**src/rtl/aud_rmm_target.sv**
```systemverilog
// Target side of the AUD RAM-monitor link: deserialises host frames, performs one
// single-beat access on the internal 32-bit bus and drives the status/read-data response.
module aud_rmm_target #(
    parameter int TURN_CYCLES = 1,
    parameter int BUS_TIMEOUT = 255
) (
    input  logic        aud_ck,
    input  logic        rst_n,
    input  logic        aud_nsync,
    input  logic [3:0]  aud_data_i,
    output logic [3:0]  aud_data_o,
    output logic        aud_data_oe,
    output logic [31:0] bus_addr,
    output logic [31:0] bus_wdata,
    output logic [1:0]  bus_size,
    output logic        bus_we,
    output logic        bus_re,
    input  logic [31:0] bus_rdata,
    input  logic        bus_ack,
    input  logic        bus_err
);

    typedef enum logic [3:0] {
        S_IDLE,
        S_CMD,
        S_ADDR,
        S_WDATA,
        S_WAIT,
        S_TURN,
        S_BUSY,
        S_READY,
        S_RDATA,
        S_ERROR,
        S_DISCARD
    } state_t;

    localparam logic [7:0] TURN_LAST = 8'(TURN_CYCLES - 1);
    localparam logic [7:0] BUSY_LAST = 8'(BUS_TIMEOUT - 1);

    state_t      state;
    state_t      state_nxt;
    logic [7:0]  cnt;
    logic [7:0]  cnt_nxt;
    logic [3:0]  cmd;
    logic [31:0] addr_sr;
    logic [31:0] wdata_sr;
    logic [31:0] rdata_sr;
    logic [3:0]  data_nxt;
    logic        oe_nxt;
    logic        we_nxt;
    logic        re_nxt;
    logic        cmd_write;
    logic        cmd_valid;
    logic [7:0]  last_nib;

    // Index of the final nibble for a 2/4/8-nibble transfer of the given size.
    function automatic logic [7:0] nib_last(input logic [1:0] size);
        return (8'd2 << size) - 8'd1;
    endfunction

    assign cmd_write = cmd[2];
    assign cmd_valid = cmd[3] && (cmd[1:0] != 2'b11);
    assign last_nib  = nib_last(cmd[1:0]);

    always_comb begin
        state_nxt = state;
        cnt_nxt   = cnt + 8'd1;
        case (state)
            S_IDLE: begin
                cnt_nxt = 8'd0;
                if (!aud_nsync) state_nxt = S_CMD;
            end
            S_CMD: begin
                if (aud_nsync) begin
                    state_nxt = S_IDLE;
                end else if (!cmd_valid) begin
                    state_nxt = S_DISCARD;
                end else begin
                    state_nxt = S_ADDR;
                    cnt_nxt   = 8'd1;
                end
            end
            S_ADDR: begin
                if (aud_nsync) begin
                    state_nxt = S_IDLE;
                end else if (cnt == 8'd7) begin
                    state_nxt = cmd_write ? S_WDATA : S_WAIT;
                    cnt_nxt   = 8'd0;
                end
            end
            S_WDATA: begin
                if (aud_nsync) begin
                    state_nxt = S_IDLE;
                end else if (cnt == last_nib) begin
                    state_nxt = S_WAIT;
                    cnt_nxt   = 8'd0;
                end
            end
            S_WAIT: begin
                cnt_nxt = 8'd0;
                if (aud_nsync) state_nxt = S_TURN;
            end
            S_TURN: begin
                if (cnt == TURN_LAST) begin
                    state_nxt = S_BUSY;
                    cnt_nxt   = 8'd0;
                end
            end
            S_BUSY: begin
                // Error beats a simultaneous ack; ack on the last allowed cycle still counts.
                if (bus_err) begin
                    state_nxt = S_ERROR;
                    cnt_nxt   = 8'd0;
                end else if (bus_ack) begin
                    state_nxt = S_READY;
                    cnt_nxt   = 8'd0;
                end else if (cnt == BUSY_LAST) begin
                    state_nxt = S_ERROR;
                    cnt_nxt   = 8'd0;
                end
            end
            S_READY: begin
                if (cnt == 8'd1) begin
                    state_nxt = cmd_write ? S_IDLE : S_RDATA;
                    cnt_nxt   = 8'd0;
                end
            end
            S_RDATA: begin
                if (cnt == last_nib) begin
                    state_nxt = S_IDLE;
                    cnt_nxt   = 8'd0;
                end
            end
            S_ERROR: begin
                if (cnt == 8'd1) begin
                    state_nxt = S_IDLE;
                    cnt_nxt   = 8'd0;
                end
            end
            S_DISCARD: begin
                cnt_nxt = 8'd0;
                if (aud_nsync) state_nxt = S_IDLE;
            end
            default: begin
                state_nxt = S_IDLE;
                cnt_nxt   = 8'd0;
            end
        endcase
    end

    // Pad and request outputs are registered from the next state, so they change
    // on the same edge as the state they belong to.
    always_comb begin
        data_nxt = 4'b0000;
        oe_nxt   = 1'b0;
        we_nxt   = 1'b0;
        re_nxt   = 1'b0;
        case (state_nxt)
            S_BUSY: begin
                oe_nxt = 1'b1;
                we_nxt = cmd_write;
                re_nxt = !cmd_write;
            end
            S_READY: begin
                oe_nxt   = 1'b1;
                data_nxt = 4'b0001;
            end
            S_RDATA: begin
                oe_nxt   = 1'b1;
                data_nxt = rdata_sr[{cnt_nxt[2:0], 2'b00} +: 4];
            end
            S_ERROR: begin
                oe_nxt   = 1'b1;
                data_nxt = 4'b0011;
            end
            default: ;
        endcase
    end

    always_ff @(posedge aud_ck or negedge rst_n) begin
        if (!rst_n) begin
            state       <= S_IDLE;
            cnt         <= 8'd0;
            aud_data_o  <= 4'b0000;
            aud_data_oe <= 1'b0;
            bus_we      <= 1'b0;
            bus_re      <= 1'b0;
            bus_addr    <= 32'd0;
            bus_wdata   <= 32'd0;
            bus_size    <= 2'd0;
        end else begin
            state       <= state_nxt;
            cnt         <= cnt_nxt;
            aud_data_o  <= data_nxt;
            aud_data_oe <= oe_nxt;
            bus_we      <= we_nxt;
            bus_re      <= re_nxt;
            if (state != S_BUSY && state_nxt == S_BUSY) begin
                bus_addr  <= addr_sr;
                bus_wdata <= wdata_sr;
                bus_size  <= cmd[1:0];
            end
        end
    end

    // Frame assembly and read-data capture; these registers need no reset.
    always_ff @(posedge aud_ck) begin
        if (state == S_IDLE && !aud_nsync) begin
            cmd      <= aud_data_i;
            wdata_sr <= 32'd0;
        end
        if (state == S_CMD && !aud_nsync) begin
            addr_sr[3:0] <= aud_data_i;
        end
        if (state == S_ADDR && !aud_nsync) begin
            addr_sr[{cnt[2:0], 2'b00} +: 4] <= aud_data_i;
        end
        if (state == S_WDATA && !aud_nsync) begin
            wdata_sr[{cnt[2:0], 2'b00} +: 4] <= aud_data_i;
        end
        if (state == S_BUSY && bus_ack && !bus_err) begin
            rdata_sr <= bus_rdata;
        end
    end

endmodule

```
**config.mk**
```make
export PLATFORM = sky130hd
export DESIGN_NAME = aud_rmm_target
export DESIGN_NICKNAME = d
export VERILOG_FILES = /design/src/rtl/aud_rmm_target.sv
export SDC_FILE = /design/constraint.sdc
export NUM_CORES = 1
export LEC_CHECK = 0
export CAP_MARGIN = 40
export CORE_UTILIZATION = 25
export DETAILED_ROUTE_END_ITERATION = 10
export PLACE_DENSITY = 0.46
export SYNTH_ARGS = -nofsm -noshare
export SYNTH_HDL_FRONTEND = slang
export SYNTH_SLANG_ARGS = --single-unit
```
**constraint.sdc**
```tcl
create_clock -name aud_ck -period 3.2 [get_ports aud_ck]
set_input_delay 0.64 -clock aud_ck [delete_from_list [all_inputs] [get_ports aud_ck]]
set_output_delay 0.64 -clock aud_ck [all_outputs]
set_load 0.05 [all_outputs]
```
==> reports/results.ini <==
[status]
status = finished, final reports clean

[detailed_routing]
wl_per_cell_microns = 15.9
vias = 5012
vias_per_cell = 4.36
drt_iter0_drc = 297
drtPass1Iterations = 4
routed_wl_microns = 18300
drtAntennaViolNets = 0
drc_errors = 0

[timing]
skew_ps = 16.7
hold_viol_final = 0
drv_slew = 0
setup_violations = 0
fin_crit_sh_pct = 92.0
relSlewSlack_pct = 51.0
fmax_mhz = 340
grt_setup_unrepaired = no
tightest_slew_ps = 729
post-route-min-period_ps = 2950
finalSetupTns_ps = 0

[setup_path]
crit_arrival_ps = 3240
cp.depth = 10
worst_r2r_startpoint = state[3]
ff2ff_path_depth = 10
critPathKind = flip-flop to flip-flop
cpLargestDelayFamily = compound AO/OA/AOI/OAI gates
path_cells = or3b_1 > a22oi_2 > o41ai_4 > nand2_2 > o311a_1 > buf_4 > buf_4 > and3_1 > a2111oi_1 > a211oi_1
required_ps = 3490
path_buf_inv = 2
cp_max_fo = 15
startpoint = state[3]
critPathLaunchType = flip-flop
max_stage_delay_ps = 480
critPathCaptureType = flip-flop
r2r_slack_ps = 250
crit_slowest_cell = dfrtp_1
crit_top_cell = buf_4

[place]
placedCellCount = 1116
gp_congestion = 0.876
hpwl_microns = 13000
numPortBuffers = 113

[cells_and_area]
stdcell_count = 1149
diodes = 0
multi_input_area_sq_mm = 0.00262
nets = 792
regArea_sq_mm = 0.00477
syn_to_final_growth_pct = 32.4
drive_gt1_share_pct = 21.5
fillerInstances = 3058

[clocking]
cts.clk_slew.worst_paths_ps = 80
clk_latency_ps = 430
numCtsBuffers = 17
cts-root-buf = clkbuf_16
cts_tree = done
clk_path_buf_depth = 2
htree_levels = 4
clock-sinks = 185
cts_hold_buf = 0

[synth]
ys_ff_latch = 185
synth_flop_cell = dfrtp_1
synth.net_count = 646
yosys_warnings = 0
yosysUniqueCellTypes = 64
syn_inst = 600
async_flop_share_pct = 45.9
synth_area_sq_mm = 0.00754
synth_edf_count = 64
yosysSeqAreaShare_pct = 63.2
syn_area_per_cell_sq_um = 12.6

[die]
design.core.area_sq_mm = 0.0296
die_area_sq_mm = 0.0309
ios = 114
start_util_pct = 25.5
rows = 63
die_w_microns = 176
die_h_microns = 176

[global_route]
grt_pass1_wl_microns = 29500
antenna_found_initial = 0
grt_max_degree = 64
track_usage_pct = 12.5
grt_pass1_vias = 5173
grt_overflow = 0

[power]
switching_share_pct = 36.2
power_mw = 7.29
pwr-share-seq_pct = 39.0
power_frac_clock_pct = 28.4
power_density_mw_per_mm2 = 730
irDropWorstVdd_mv = 0.285
p_leak_nw = 3.96
switchingPower_mw = 2.64
cellInternalPower_mw = 4.65
p_comb_share_pct = 32.5

[run]
maxCapViolations = 0

[min_path]
hp-class = input pin to async pin

## state kept, by name, indices dropped and copies added (netlist names)
register,count
aud_data_oe,1
addr_sr,32
bus_size,2
bus_addr,32
bus_wdata,32
cnt,8
cmd,4
state,4
wdata_sr,32
aud_data_o,4
bus_re,1
rdata_sr,32
bus_we,1
## worst paths after layout
| kind | to |
|---|---|
| worst max-delay path | aud_data_o[1] |
| worst min-delay path | bus_addr[17] |
| worst max register to register | aud_data_o[1] |
| worst min register to register | wdata_sr[0] |
| max in group asynchronous | bus_we |
| min in group aud_ck | wdata_sr[0] |
## cells in the final DEF, fill, tap and decap left out, types with 12 or more instances in the layout
| cell type | instances |
|---|---|
| nor2_1 | 49 |
| o21ai_0 | 40 |
| mux2i_1 | 12 |
| nor3_1 | 20 |
| clkdlybuf4s50_1 | 112 |
| edfxtp_1 | 64 |
| inv_1 | 15 |
| clkbuf_16 | 17 |
| buf_4 | 40 |
| dfrtp_1 | 85 |
| mux2_2 | 75 |
| dfxtp_1 | 36 |
| nand2_1 | 48 |
| nand3_1 | 28 |
## power groups by stage
stage	clock network [mW]	logic, mW	registers (mW)
floorplan	0	0.924	3.45
global placement	0	2.38	2.90
detailed placement	0	2.39	2.90
CTS	2.15	2.39	2.85
global route	2.25	2.54	2.89
finish	2.07	2.37	2.85
## worst reg2reg max path, cell delays in order, from the launching register on
cell	delay [ps]
dfrtp_1	480
or3b_1	270
a22oi_2	100
o41ai_4	400
nand2_2	90
o311a_1	430
buf_4	170
buf_4	200
and3_1	200
a2111oi_1	330
a211oi_1	130
## per-layer routing
layer,vias to the layer above,routed length [microns],global-route usage (%)
met5,-,0,0
met4,0,140,2.83
met3,10,910,3.72
met2,120,8570,19.9
met1,2418,8630,16.6
li1,2464,-,-
## cell usage after synthesis, types with 3 or more instances
master | n | area [sq um]
a22o_1 | 3 | 26.3
a31oi_1 | 4 | 25.0
xnor2_1 | 5 | 43.8
buf_1 | 4 | 15.0
edfxtp_1 | 64 | 1920
o21ai_0 | 40 | 200
a211oi_1 | 3 | 22.5
dfrtp_1 | 85 | 2130
mux2_2 | 75 | 845
inv_1 | 15 | 56.3
nor3_1 | 21 | 105
mux2i_1 | 12 | 120
nor4_1 | 3 | 18.8
a21oi_1 | 3 | 15.0
ha_1 | 5 | 62.6
nand3_1 | 29 | 145
nand4_1 | 4 | 25.0
nor3b_1 | 4 | 30.0
o211ai_1 | 3 | 22.5
dfxtp_1 | 36 | 721
or2_2 | 3 | 18.8
nand2_1 | 48 | 180
nand2b_1 | 7 | 43.8
nor2_1 | 49 | 184
or3_1 | 5 | 31.3
clkbuf_1 | 18 | 67.6
o21a_1 | 3 | 22.5
## repair_timing
item | 4_1_cts | 5_1_grt
buffers inserted | 0 | 1
endpoints found under the setup margin | 0 | 1
resized for setup | 0 | 2
## cells by family (layout without fill, tap and decap cells)
group	count (synthesis)	count (layout)	share of synthesized area, %
flip-flops	185	185	63.2
adder cells (fa/ha/maj)	5	5	0.829
multiplexers	88	88	13.0
buffers and inverters	43	202	2.42
AND/OR/NAND/NOR	189	189	12.1
XOR/XNOR	7	7	0.813
AO/OA/AOI/OAI	83	83	7.66
## per-stage QoR
step	setup WS, ps	hold slack [ps]	util [%]	instance area [sq um]
6_report	255	103	33.7	9990
5_1_grt	20.8	101	33.7	9990
4_1_cts	223	97.0	33.6	9970
3_5_place_dp	89.1	452	31.7	9390
3_3_place_gp	115	445	31.7	9390
2_1_floorplan	529	344	-	7550
## cell type report
cell class	count	area share [%]
inverter	16	0.601
clock buffer	18	4.30
clock inverter	14	1.57
multi-input combinational	372	26.3
tap	390	4.89
sequential	185	47.8
timing repair buffer	154	14.6
Note: power is estimated with default switching activity, not from simulation.
==> variant (same flow settings) <==
Reset style: synchronous (`rst_n`), changed in one clocked block.
--- a/src/rtl/aud_rmm_target.sv
+++ b/src/rtl/aud_rmm_target.sv
@@ -179,3 +179,3 @@
 
-    always_ff @(posedge aud_ck or negedge rst_n) begin
+    always_ff @(posedge aud_ck) begin
         if (!rst_n) begin
Formal check against the unedited RTL: no difference found for any inputs over 10 cycles, from zero or initial values and one cycle with rst_n low; that may be too few to reach the edited logic, so the function may still have changed.
==> variant against the unedited design <==
- area after synthesis down 2.8%
- design area shrank 3.8%
- non-clock buffer count shrank 11
- critical endpoint is now aud_data_o[1]
- count of clock-buffer cells in the layout unchanged
- setup slack better by 15 ps
- sequential cell count did not move
- via count grew 11%
- wire length increased by 4.2%
Power is not compared: it rests on default switching activity, and its combinational part moved more than twofold at a synthesized area within 25%.
==> variant: results (changes against the unedited design) <==
[yosys]
synth_area_leaders = dfxtp_1 (33%), edfxtp_1 (26%), nand2_1 (11%), a21oi_1 (5.1%), mux2i_1 (4.0%)
synth.distinct_cells = 51  ; -20%
synth_area_leader_cell = dfxtp_1
synth-seq-area-share_pct = 59.3  ; -4.0 points
ys_top_cells_by_count = nand2_1 (213), dfxtp_1 (121), a21oi_1 (74), edfxtp_1 (64), nor2_1 (48)
async_flop_share_pct = 0  ; -46 points

[outcome]
status = complete, no violations

[worst_setup_path]
cp_slowest_cell = or4b_4
crit_arrival_ps = 3290  ; +50 ps
ff2ff_path_depth = 9  ; -1
rrSetupSlack_ps = 330  ; +80 ps
timing.rr.end = aud_data_o[1]
slowest_delay_ps = 550  ; +70 ps
cp_max_fo = 5  ; -10
cpLargestDelayFamily = simple AND/OR/NAND/NOR gates

[layout]
fin_nets = 929  ; +17%
nFillCells = 2951  ; -3.5%

[timing]
clock_skew_ps = 13.9  ; -2.72 ps
worst_pin_slew_ps = 900  ; +171 ps
hold_slack_ps = 452  ; +349 ps

[global_routing]
grt_pass1_vias = 5452  ; +5.4%
grt_pass1_wl_um = 30600  ; +3.9%
grt_max_degree = 67  ; +4.7%

[placed_design]
dp_slack_ps = -196  ; -285 ps
placed_cells = 1248  ; +12%

[drt]
drt_first_pass_iters = 5  ; +1
drtIter0Drc = 286  ; -3.7%
wl_um = 19000  ; +4.2%
via_count = 5581  ; +11%
wl_per_cell_um = 14.9  ; -6.5%

[min_path]
hold_path.class = register to register

## variant: through the flow
step	utilization (%)	instance area, sq um
final	33.4	9610
after global routing	33.4	9610
after global placement	31.3	9000
after floorplan	-	7330
after CTS	33.4	9610
after detailed placement	31.3	9000
## variant: routing by layer
metal	part of all wire (%)	global-route usage (%)	vias to the layer above
met4	1.1	4.46	0
li1	-	-	2849
met5	0	0	-
met2	45	20.2	104
met3	3.5	2.54	15
met1	50	18.1	2613
## variant: power groups by stage
stage	sequential (mW)	clock, mW	combinational [mW]
global route	2.48	2.36	0.302
finish	2.47	2.19	0.278
detailed placement	2.53	0	0.281
CTS	2.47	2.27	0.282
global placement	2.52	0	0.281
floorplan	2.53	0	0.147
## variant: worst min-delay path, cell delays in order, from the launching register on
cell and delay, ps:
dfxtp_1 310, nand2_1 50, a21oi_1 50
## variant: logic make-up after synthesis
logic type                 synth area share [%]
muxes                                      4.57
buffers and inverters                      3.28
adders and majority gates                 0.853
AOI/OAI and AO/OA                          10.4
and+or+nand+nor                            20.7
xor gates and xnor gates                  0.956
DFF                                        59.3
## variant: area by class of cell
class	instances	area [sq um]	share of cell area, %
Clock buffer	18	429	4.47
Clock inverter	14	178	1.85
Inverter	8	30.0	0.313
Multi-Input combinational cell	528	2760	28.8
Sequential cell	185	4340	45.2
Tap cell	384	480	5.00
Timing Repair Buffer	143	1380	14.4
## variant: worst max path at each step
| stage | depth (start not counted) | start | to | slack, ps |
|---|---|---|---|---|
| final | 10 | aud_nsync | aud_data_o[1] | 270 |
| after global routing | 9 | cnt[4] | aud_data_o[1] | 100 |
| after CTS | 10 | aud_nsync | aud_data_o[1] | 250 |
| after detailed placement | 10 | aud_nsync | aud_data_o[1] | -200 |
| after global placement | 10 | aud_nsync | aud_data_o[1] | -140 |
| after floorplan | 2 | bus_err | rdata_sr[0] | 270 |
